<file path="src/rtl/lb_reg_bank_pkg.sv">
`default_nettype none
//------------------------------------------------------------------------------
// Module  : lb_reg_bank_pkg
// Purpose : Shared constants and types for the local-bus register bank:
//           fixed register offsets inside the window, the data returned for
//           in-window unmapped reads, the read-pipeline depth limit and the
//           address-decode region type.
// Ports   : none (package)
// Rev     : 1.0  initial release
//------------------------------------------------------------------------------
package lb_reg_bank_pkg;

    // Byte offsets of the fixed registers inside the window
    localparam logic [31:0] OFS_ID    = 32'h0000_0000;
    localparam logic [31:0] OFS_PULSE = 32'h0000_0004;
    localparam logic [31:0] OFS_TS_LO = 32'h0000_0008;
    localparam logic [31:0] OFS_TS_HI = 32'h0000_000C;
    localparam logic [31:0] OFS_RW0   = 32'h0000_0010;

    // Returned for reads that hit the window but no register
    localparam logic [31:0] LB_MISS_DATA = 32'hDEAD_BEEF;

    // Maximum read latency in clk_lb cycles
    localparam int LB_RD_MAX_DEPTH = 4;

    // Address decode result
    typedef enum logic [2:0] {
        REG_NONE  = 3'd0,   // outside the window
        REG_ID    = 3'd1,
        REG_PULSE = 3'd2,
        REG_TS_LO = 3'd3,
        REG_TS_HI = 3'd4,
        REG_RW    = 3'd5,
        REG_RO    = 3'd6,
        REG_MISS  = 3'd7    // inside the window, no register
    } lb_region_e;

endpackage
`default_nettype wire

</file>
<file path="src/rtl/lb_reg_bank_if.sv">
`default_nettype none
//------------------------------------------------------------------------------
// Module  : lb_reg_bank_if
// Purpose : 32-bit local-bus signal bundle between the bus master
//           (ft232_xface side) and one or more register banks.
// Ports   : lb_wr     write strobe (1 cycle)
//           lb_rd     read strobe (1 cycle)
//           lb_addr   byte address, bits [1:0] ignored
//           lb_wr_d   write data
//           lb_rd_d   read data, zero when not valid
//           lb_rd_rdy read-data-valid pulse
// Rev     : 1.0  initial release
//------------------------------------------------------------------------------
interface lb_reg_bank_if;

    logic        lb_wr;
    logic        lb_rd;
    logic [31:0] lb_addr;
    logic [31:0] lb_wr_d;
    logic [31:0] lb_rd_d;
    logic        lb_rd_rdy;

    modport master (
        output lb_wr, lb_rd, lb_addr, lb_wr_d,
        input  lb_rd_d, lb_rd_rdy
    );

    modport slave (
        input  lb_wr, lb_rd, lb_addr, lb_wr_d,
        output lb_rd_d, lb_rd_rdy
    );

endinterface
`default_nettype wire

</file>
<file path="src/rtl/lb_rd_pipe.sv">
`default_nettype none
//------------------------------------------------------------------------------
// Module  : lb_rd_pipe
// Purpose : Fixed-length delay line for the read response {rdy, data}.
//           STAGES = 0 is a pure pass-through. Every stage resets to zero so
//           reads in flight at reset are dropped.
// Ports   : clk, rst        clock, asynchronous active-high reset
//           i_rdy, i_data   response entering the line
//           o_rdy, o_data   response leaving the line
// Rev     : 1.0  initial release
//------------------------------------------------------------------------------
module lb_rd_pipe
    import lb_reg_bank_pkg::*;
#(
    parameter int STAGES = 0
) (
    input  wire logic        clk,
    input  wire logic        rst,
    input  wire logic        i_rdy,
    input  wire logic [31:0] i_data,
    output logic             o_rdy,
    output logic [31:0]      o_data
);

    // Depth is limited to what the total read latency may add
    localparam int c_DEPTH = (STAGES < 0) ? 0 :
                             (STAGES > LB_RD_MAX_DEPTH - 1) ? LB_RD_MAX_DEPTH - 1 : STAGES;

    generate
        if (c_DEPTH == 0) begin : g_bypass
            logic w_unused_clk_rst;
            assign w_unused_clk_rst = clk ^ rst;
            assign o_rdy  = i_rdy;
            assign o_data = i_data;
        end else begin : g_stages
            logic [c_DEPTH-1:0] r_rdy_q;
            logic [c_DEPTH-1:0] w_rdy_d;
            logic [31:0]        r_data_q [c_DEPTH];
            logic [31:0]        w_data_d [c_DEPTH];

            always_comb begin
                w_rdy_d     = r_rdy_q;
                w_data_d    = r_data_q;
                w_rdy_d[0]  = i_rdy;
                w_data_d[0] = i_data;
                for (int i = 1; i < c_DEPTH; i++) begin
                    w_rdy_d[i]  = r_rdy_q[i-1];
                    w_data_d[i] = r_data_q[i-1];
                end
            end

            always_ff @(posedge clk or posedge rst) begin
                if (rst) begin
                    r_rdy_q <= '0;
                    for (int i = 0; i < c_DEPTH; i++) begin
                        r_data_q[i] <= '0;
                    end
                end else begin
                    r_rdy_q  <= w_rdy_d;
                    r_data_q <= w_data_d;
                end
            end

            assign o_rdy  = r_rdy_q[c_DEPTH-1];
            assign o_data = r_data_q[c_DEPTH-1];
        end
    endgenerate

endmodule
`default_nettype wire

</file>
<file path="src/rtl/lb_reg_bank.sv">
`default_nettype none
//------------------------------------------------------------------------------
// Module  : lb_reg_bank
// Purpose : Parametrised local-bus register bank. Decodes an aligned window
//           and provides an ID word, a self-clearing pulse register, NUM_RW
//           read/write registers, NUM_RO status inputs and (optionally) a
//           coherent 64-bit timestamp. Out-of-window cycles leave lb_rd_d at
//           zero so several banks can be OR-combined on one bus.
// Config  : define LB_REG_BANK_TIMESTAMP_EN to build the 64-bit timestamp at
//           TS_LO/TS_HI; otherwise those offsets read as unmapped.
// Ports   : clk_lb     local-bus clock
//           reset      asynchronous active-high reset
//           lb         local-bus slave modport
//           rw_out     RW register contents, reg i at [32i+31:32i]
//           ro_in      status inputs, same packing, sampled in the lb_rd cycle
//           pulse_out  one-cycle pulse word from writes to PULSE
// Rev     : 1.0  initial release
//------------------------------------------------------------------------------
module lb_reg_bank
    import lb_reg_bank_pkg::*;
#(
    parameter logic [31:0] BASE_ADDR  = 32'h0000_0000,
    parameter int          ADDR_SPAN  = 256,
    parameter int          NUM_RW     = 4,
    parameter int          NUM_RO     = 2,
    parameter int          RD_LATENCY = 1,
    parameter logic [31:0] ID_VALUE   = 32'h1234_5678,
    parameter logic [31:0] RW_RESET   = 32'h0000_0000
) (
    input  wire logic                                   clk_lb,
    input  wire logic                                   reset,
    lb_reg_bank_if.slave                                lb,
    output logic [32*NUM_RW-1:0]                        rw_out,
    input  wire logic [32*((NUM_RO > 0) ? NUM_RO : 1)-1:0] ro_in,
    output logic [31:0]                                 pulse_out
);

    localparam int c_ADDR_W = $clog2(ADDR_SPAN);

    logic        w_hit;
    logic [31:0] w_ofs;
    lb_region_e  w_region;
    logic [31:0] w_rd_mux;
    logic        w_unused_addr_lsbs;

    logic [31:0] r_rw_q [NUM_RW];
    logic [31:0] w_rw_d [NUM_RW];
    logic [31:0] r_pulse_q;
    logic [31:0] w_pulse_d;
    logic        r_rd_rdy_q;
    logic        w_rd_rdy_d;
    logic [31:0] r_rd_data_q;
    logic [31:0] w_rd_data_d;

`ifdef LB_REG_BANK_TIMESTAMP_EN
    logic [63:0] r_ts_q;
    logic [63:0] w_ts_d;
    logic [31:0] r_ts_snap_q;
    logic [31:0] w_ts_snap_d;
`endif

    assign w_hit              = (lb.lb_addr[31:c_ADDR_W] == BASE_ADDR[31:c_ADDR_W]);
    assign w_ofs              = 32'({lb.lb_addr[c_ADDR_W-1:2], 2'b00});
    assign w_unused_addr_lsbs = ^lb.lb_addr[1:0];

    // Address decode and read-data mux; evaluated in the lb_rd cycle so the
    // read sees register state from before any same-cycle write.
    always_comb begin
        w_region = REG_NONE;
        w_rd_mux = '0;
        if (w_hit) begin
            w_region = REG_MISS;
            w_rd_mux = LB_MISS_DATA;
            if (w_ofs == OFS_ID) begin
                w_region = REG_ID;
                w_rd_mux = ID_VALUE;
            end
            if (w_ofs == OFS_PULSE) begin
                w_region = REG_PULSE;
                w_rd_mux = '0;
            end
`ifdef LB_REG_BANK_TIMESTAMP_EN
            if (w_ofs == OFS_TS_LO) begin
                w_region = REG_TS_LO;
                w_rd_mux = r_ts_q[31:0];
            end
            if (w_ofs == OFS_TS_HI) begin
                w_region = REG_TS_HI;
                w_rd_mux = r_ts_snap_q;
            end
`endif
            for (int i = 0; i < NUM_RW; i++) begin
                if (w_ofs == OFS_RW0 + 32'(4 * i)) begin
                    w_region = REG_RW;
                    w_rd_mux = r_rw_q[i];
                end
            end
            for (int j = 0; j < NUM_RO; j++) begin
                if (w_ofs == OFS_RW0 + 32'(4 * (NUM_RW + j))) begin
                    w_region = REG_RO;
                    w_rd_mux = ro_in[32*j +: 32];
                end
            end
        end
    end

    always_comb begin
        w_rw_d    = r_rw_q;
        w_pulse_d = '0;
        if (lb.lb_wr && (w_region == REG_PULSE)) begin
            w_pulse_d = lb.lb_wr_d;
        end
        for (int i = 0; i < NUM_RW; i++) begin
            if (lb.lb_wr && w_hit && (w_ofs == OFS_RW0 + 32'(4 * i))) begin
                w_rw_d[i] = lb.lb_wr_d;
            end
        end
        // First response stage; data forced to zero unless this bank answers
        w_rd_rdy_d  = lb.lb_rd & w_hit;
        w_rd_data_d = w_rd_rdy_d ? w_rd_mux : '0;
    end

    always_ff @(posedge clk_lb or posedge reset) begin
        if (reset) begin
            for (int i = 0; i < NUM_RW; i++) begin
                r_rw_q[i] <= RW_RESET;
            end
            r_pulse_q   <= '0;
            r_rd_rdy_q  <= 1'b0;
            r_rd_data_q <= '0;
        end else begin
            r_rw_q      <= w_rw_d;
            r_pulse_q   <= w_pulse_d;
            r_rd_rdy_q  <= w_rd_rdy_d;
            r_rd_data_q <= w_rd_data_d;
        end
    end

`ifdef LB_REG_BANK_TIMESTAMP_EN
    // Reading TS_LO captures the upper half at the same instant so a
    // following TS_HI read pairs with it even across a carry.
    always_comb begin
        w_ts_d      = r_ts_q + 64'd1;
        w_ts_snap_d = r_ts_snap_q;
        if (lb.lb_rd && (w_region == REG_TS_LO)) begin
            w_ts_snap_d = r_ts_q[63:32];
        end
    end

    always_ff @(posedge clk_lb or posedge reset) begin
        if (reset) begin
            r_ts_q      <= '0;
            r_ts_snap_q <= '0;
        end else begin
            r_ts_q      <= w_ts_d;
            r_ts_snap_q <= w_ts_snap_d;
        end
    end
`endif

    always_comb begin
        rw_out = '0;
        for (int i = 0; i < NUM_RW; i++) begin
            rw_out[32*i +: 32] = r_rw_q[i];
        end
    end

    assign pulse_out = r_pulse_q;

    lb_rd_pipe #(
        .STAGES (RD_LATENCY - 1)
    ) u_rd_pipe (
        .clk    (clk_lb),
        .rst    (reset),
        .i_rdy  (r_rd_rdy_q),
        .i_data (r_rd_data_q),
        .o_rdy  (lb.lb_rd_rdy),
        .o_data (lb.lb_rd_d)
    );

endmodule
`default_nettype wire
</file>
<file path="src/flat_wrapper.sv">
// flat-port wrapper written by rule: the top's interface ports become plain ports
module lb_reg_bank_flat import lb_reg_bank_pkg::*;
#(
    parameter logic [31:0] BASE_ADDR  = 32'h0000_0000,
    parameter int          ADDR_SPAN  = 256,
    parameter int          NUM_RW     = 4,
    parameter int          NUM_RO     = 2,
    parameter int          RD_LATENCY = 1,
    parameter logic [31:0] ID_VALUE   = 32'h1234_5678,
    parameter logic [31:0] RW_RESET   = 32'h0000_0000
)
  (clk_lb, reset, rw_out, ro_in, pulse_out, lb_lb_wr, lb_lb_rd, lb_lb_addr, lb_lb_wr_d, lb_lb_rd_d, lb_lb_rd_rdy);
  lb_reg_bank_if lb_i ();
  input  wire logic clk_lb;
  input  wire logic reset;
  output logic [32*NUM_RW-1:0] rw_out;
  input  wire logic [32*((NUM_RO > 0) ? NUM_RO : 1)-1:0] ro_in;
  output logic [31:0] pulse_out;
  input wire logic [$bits(lb_i.lb_wr)-1:0] lb_lb_wr;
  input wire logic [$bits(lb_i.lb_rd)-1:0] lb_lb_rd;
  input wire logic [$bits(lb_i.lb_addr)-1:0] lb_lb_addr;
  input wire logic [$bits(lb_i.lb_wr_d)-1:0] lb_lb_wr_d;
  output wire logic [$bits(lb_i.lb_rd_d)-1:0] lb_lb_rd_d;
  output wire logic [$bits(lb_i.lb_rd_rdy)-1:0] lb_lb_rd_rdy;
  assign lb_i.lb_wr = lb_lb_wr;
  assign lb_i.lb_rd = lb_lb_rd;
  assign lb_i.lb_addr = lb_lb_addr;
  assign lb_i.lb_wr_d = lb_lb_wr_d;
  assign lb_lb_rd_d = lb_i.lb_rd_d;
  assign lb_lb_rd_rdy = lb_i.lb_rd_rdy;
  lb_reg_bank #(.BASE_ADDR(BASE_ADDR), .ADDR_SPAN(ADDR_SPAN), .NUM_RW(NUM_RW), .NUM_RO(NUM_RO), .RD_LATENCY(RD_LATENCY), .ID_VALUE(ID_VALUE), .RW_RESET(RW_RESET)) u_core (.clk_lb(clk_lb), .reset(reset), .lb(lb_i), .rw_out(rw_out), .ro_in(ro_in), .pulse_out(pulse_out));
endmodule
</file>
<file path="config.mk">
export PLATFORM = sky130hd
export DESIGN_NAME = lb_reg_bank_flat
export DESIGN_NICKNAME = d
export VERILOG_FILES = /design/src/rtl/lb_reg_bank_pkg.sv /design/src/rtl/lb_reg_bank_if.sv /design/src/rtl/lb_rd_pipe.sv /design/src/rtl/lb_reg_bank.sv /design/src/flat_wrapper.sv
export SDC_FILE = /design/constraint.sdc
export NUM_CORES = 1
export LEC_CHECK = 0
export CAP_MARGIN = 20
export CORE_MARGIN = 2
export CORE_UTILIZATION = 30
export DETAILED_ROUTE_END_ITERATION = 8
export PLACE_DENSITY = 0.65
export SLEW_MARGIN = 20
export SYNTH_ARGS = -nofsm -noshare
export SYNTH_HDL_FRONTEND = slang
export SYNTH_SLANG_ARGS = --single-unit
</file>
<file path="constraint.sdc">
create_clock -name clk_lb -period 10.35 [get_ports clk_lb]
set_input_delay 3.105 -clock clk_lb [delete_from_list [all_inputs] [get_ports clk_lb]]
set_output_delay 3.105 -clock clk_lb [all_outputs]
set_load 0.005 [all_outputs]
</file>
==> results.py <==
metrics = {
    "power": {
        "swShare_pct": 25.4,
        "power_density_nw_per_um2": 119,
        "pwr-share-seq_pct": 49.8,
        "internal_power_mw": 1.13,
        "power_switching_uw": 384,
        "clkPwrFrac_pct": 43.1,
        "ir_worst_vdd_mv": 0.0975,
        "pwr-share-comb_pct": 7.2,
        "leakage_nw": 5.66,
    },
    "synthesis": {
        "post-synth-top-area-cell": "dfrtp_1",
        "synth_enable_flop_cells": 0,
        "synth-compound-area-share_pct": 10.2,
        "ys_seq_area_share_pct": 56.5,
        "synth_ff_type": "dfrtp_1",
        "syn_area_per_cell_um2": 12.8,
        "yosysWarnings": 0,
        "yosysMostFrequentCell": "dfrtp_1",
        "synth-simple-area-share_pct": 9.78,
        "synthDistinctLibCells": 46,
        "synth.cell_area_um2": 8550,
        "yosys.area.top_type_share_pct": 56.5,
        "synthMuxAreaShare_pct": 20.4,
        "synthArstFlopShare_pct": 100,
        "ys_top_cells_by_area": "dfrtp_1 (56%), mux2_1 (13%), mux2_2 (5.3%)",
        "synthCells": 666,
        "syn_nets": 798,
        "synth_fa_ha_area_share_pct": 0,
        "synth_top_family_by_area": "multiplexers",
        "synth_xor_area_share_pct": 0,
        "synth-seq-cells": 193,
        "synthTopCellsByCount": "dfrtp_1 (193), mux2_1 (98), mux2_2 (40)",
    },
    "hold_path": {
        "min_to": "u_core.rw_out[90]",
        "hp-class": "flip-flop to flip-flop",
        "hold_start": "u_core.rw_out[90]",
        "whs_path_depth": 1,
    },
    "cells_and_area": {
        "nets": 1108,
        "area_growth_pct": 49.0,
        "drive_gt1_share_pct": 10.8,
        "nFillCells": 2592,
        "final_cells": 1369,
        "utilization_pct": 45.6,
        "design_area_um2": 12700,
    },
    "sta": {
        "hold_ws_ns": 0.508,
        "worst_pin_slew_ns": 1.05,
        "max_freq_mhz": 174,
        "fin_crit_sh_pct": 55.4,
        "finalSetupViolCount": 0,
        "rsz0062_at_grt": "no",
        "skew_ns": 0.0127,
        "final.min_clock_period_ns": 5.73,
        "slew_headroom_pct": 29.5,
        "hold_violations": 0,
        "setup_tns_ns": 0,
        "slew_violations": 0,
    },
    "drt": {
        "post_drt_wl_per_cell_um": 22.8,
        "drc_errors": 0,
        "antenna_left": 0,
        "dr.pass1.iters": 4,
        "wl_um": 31200,
        "drt_iter0_drc": 357,
        "vias_per_cell": 4.98,
        "vias": 6821,
    },
    "setup_path": {
        "reg2reg_depth": 4,
        "path_buf_inv": 3,
        "cp_max_fo": 32,
        "r2r_slack_ns": 8.93,
        "cp.required_ns": 10.65,
        "timing.rr.end": "u_core.r_rd_data_q[17]",
        "r2r-start": "u_core.rw_out[17]",
        "path_common_cell": "buf_4",
        "cpPeakStageDelay_ns": 0.74,
        "crit_start": "lb_lb_addr[4]",
        "path_cells": "clkdlybuf4s50_1 > buf_4 > nor4b_4 > buf_4 > and2_1 > and4_4 > mux2_2",
        "critPathSlowestCell": "and4_4",
        "arrival_ns": 6.03,
        "endpoint_kind": "flip-flop",
        "crit_family": "simple AND/OR/NAND/NOR gates",
        "critPathLaunchType": "input pin",
        "worstSetupPathType": "input pin to flip-flop",
    },
    "flow_run": {
        "maxCapViolCount": 0,
    },
    "die": {
        "die_h_um": 173,
        "core_area_um2": 27900,
        "die_area_um2": 29900,
        "ioPinCount": 325,
        "start_util_pct": 30.6,
        "rows": 61,
        "dieWidth_um": 173,
    },
    "place": {
        "placed_cells": 1335,
        "port_buffers": 322,
        "place.gp.congestion": 0.767,
        "dp_hpwl_um": 20800,
        "placed_area_um2": 12200,
    },
    "clocking": {
        "numClockSinks": 193,
        "cts-root-buf": "clkbuf_16",
        "cts_resized": 0,
        "cts_tree": "yes",
        "holdBufCountCts": 0,
        "numCtsBuffers": 17,
        "cts_max_level": 4,
        "cts_setup_buffers": 0,
        "path_clk_slew_ns": 0.07,
        "clk-insertion-delay-late_ns": 0.42,
        "clk_path_buf_depth": 2,
    },
    "global_routing": {
        "antenna_found_initial": 3,
        "grt_max_degree": 127,
        "grt_first_pass_wirelength_um": 47300,
        "grt.total_usage_pct": 20.9,
        "overflow": 0,
        "grt_pass1_vias": 7104,
    },
    "status": {
        "outcome": "finished clean",
    },
}
## stage by stage
step	power (mW)	setup WS, ns
2_1_floorplan	0.802	1.99
3_3_place_gp	0.878	3.78
3_5_place_dp	0.879	3.79
4_1_cts	1.53	4.23
5_1_grt	1.57	4.43
6_report	1.51	4.62
## metal layers
| layer | vias up | track usage, % | part of all wire [%] |
|---|---|---|---|
| li1 | 3076 | - | - |
| met1 | 3473 | 27.1 | 43 |
| met2 | 250 | 35.3 | 49 |
| met3 | 22 | 5.21 | 6.5 |
| met4 | 0 | 4.80 | 1.6 |
| met5 | - | 0 | 0 |
## worst max-delay path by stage
| stage | to | slack, ns | cells past startpoint |
|---|---|---|---|
| final | u_core.rw_out[40] | 4.62 | 7 |
| after global routing | u_core.pulse_out[1] | 4.43 | 7 |
| after CTS | u_core.rw_out[40] | 4.23 | 7 |
| after detailed placement | u_core.rw_out[40] | 3.79 | 7 |
| after global placement | u_core.rw_out[48] | 3.78 | 7 |
| after floorplan | u_core.pulse_out[0] | 1.99 | 1 |
## power by group through the flow
| stage | Combinational, mW | Clock (mW) | Sequential, mW |
|---|---|---|---|
| 3_3_place_gp | 0.110 | 0 | 0.768 |
| 3_5_place_dp | 0.111 | 0 | 0.768 |
| 2_1_floorplan | 0.0331 | 0 | 0.769 |
| 5_1_grt | 0.118 | 0.699 | 0.753 |
| 4_1_cts | 0.111 | 0.670 | 0.753 |
| 6_report | 0.109 | 0.652 | 0.753 |
## final cells by class
cell class | count | area [um2] | area share, %
diodes | 2 | 5.00 | 0.0393
inverters | 8 | 37.5 | 0.295
flip-flops and latches | 193 | 4830 | 37.9
multi-input cells | 418 | 3480 | 27.3
clock inverters | 14 | 140 | 1.10
clock buffers | 18 | 429 | 3.37
well taps | 378 | 473 | 3.71
repair buffers | 338 | 3340 | 26.2
## cells by family after synthesis
group	after synthesis
flip-flops	193
multiplexers	156
AO/OA/AOI/OAI	133
AND/OR/NAND/NOR	129
buffers and inverters	55
## sequential cells by signal (all words and copies together), names as in the netlist
name	flops
u_core.r_rd_data_q	32
u_core.r_rd_rdy_q	1
u_core.rw_out	128
u_core.pulse_out	32
## cell usage in the layout (no fill, tap or decap), types with 5 or more instances in the layout
cell and instances:
o22ai_1 23, nor4_2 5, a211oi_1 13, a21oi_1 23, mux2i_1 17, nand3_1 7, o211ai_1 12, dfrtp_1 193
buf_4 17, nand2_1 16, and2_1 35, inv_1 7, mux2_2 40, clkdlybuf4s50_1 321, inv_6 6, clkbuf_16 17
o21ai_0 31, mux2_1 98, nand2b_1 8, nor2b_1 19, nor2_1 11, a311oi_1 14
No activity file was read; power rests on OpenSTA's default activity.
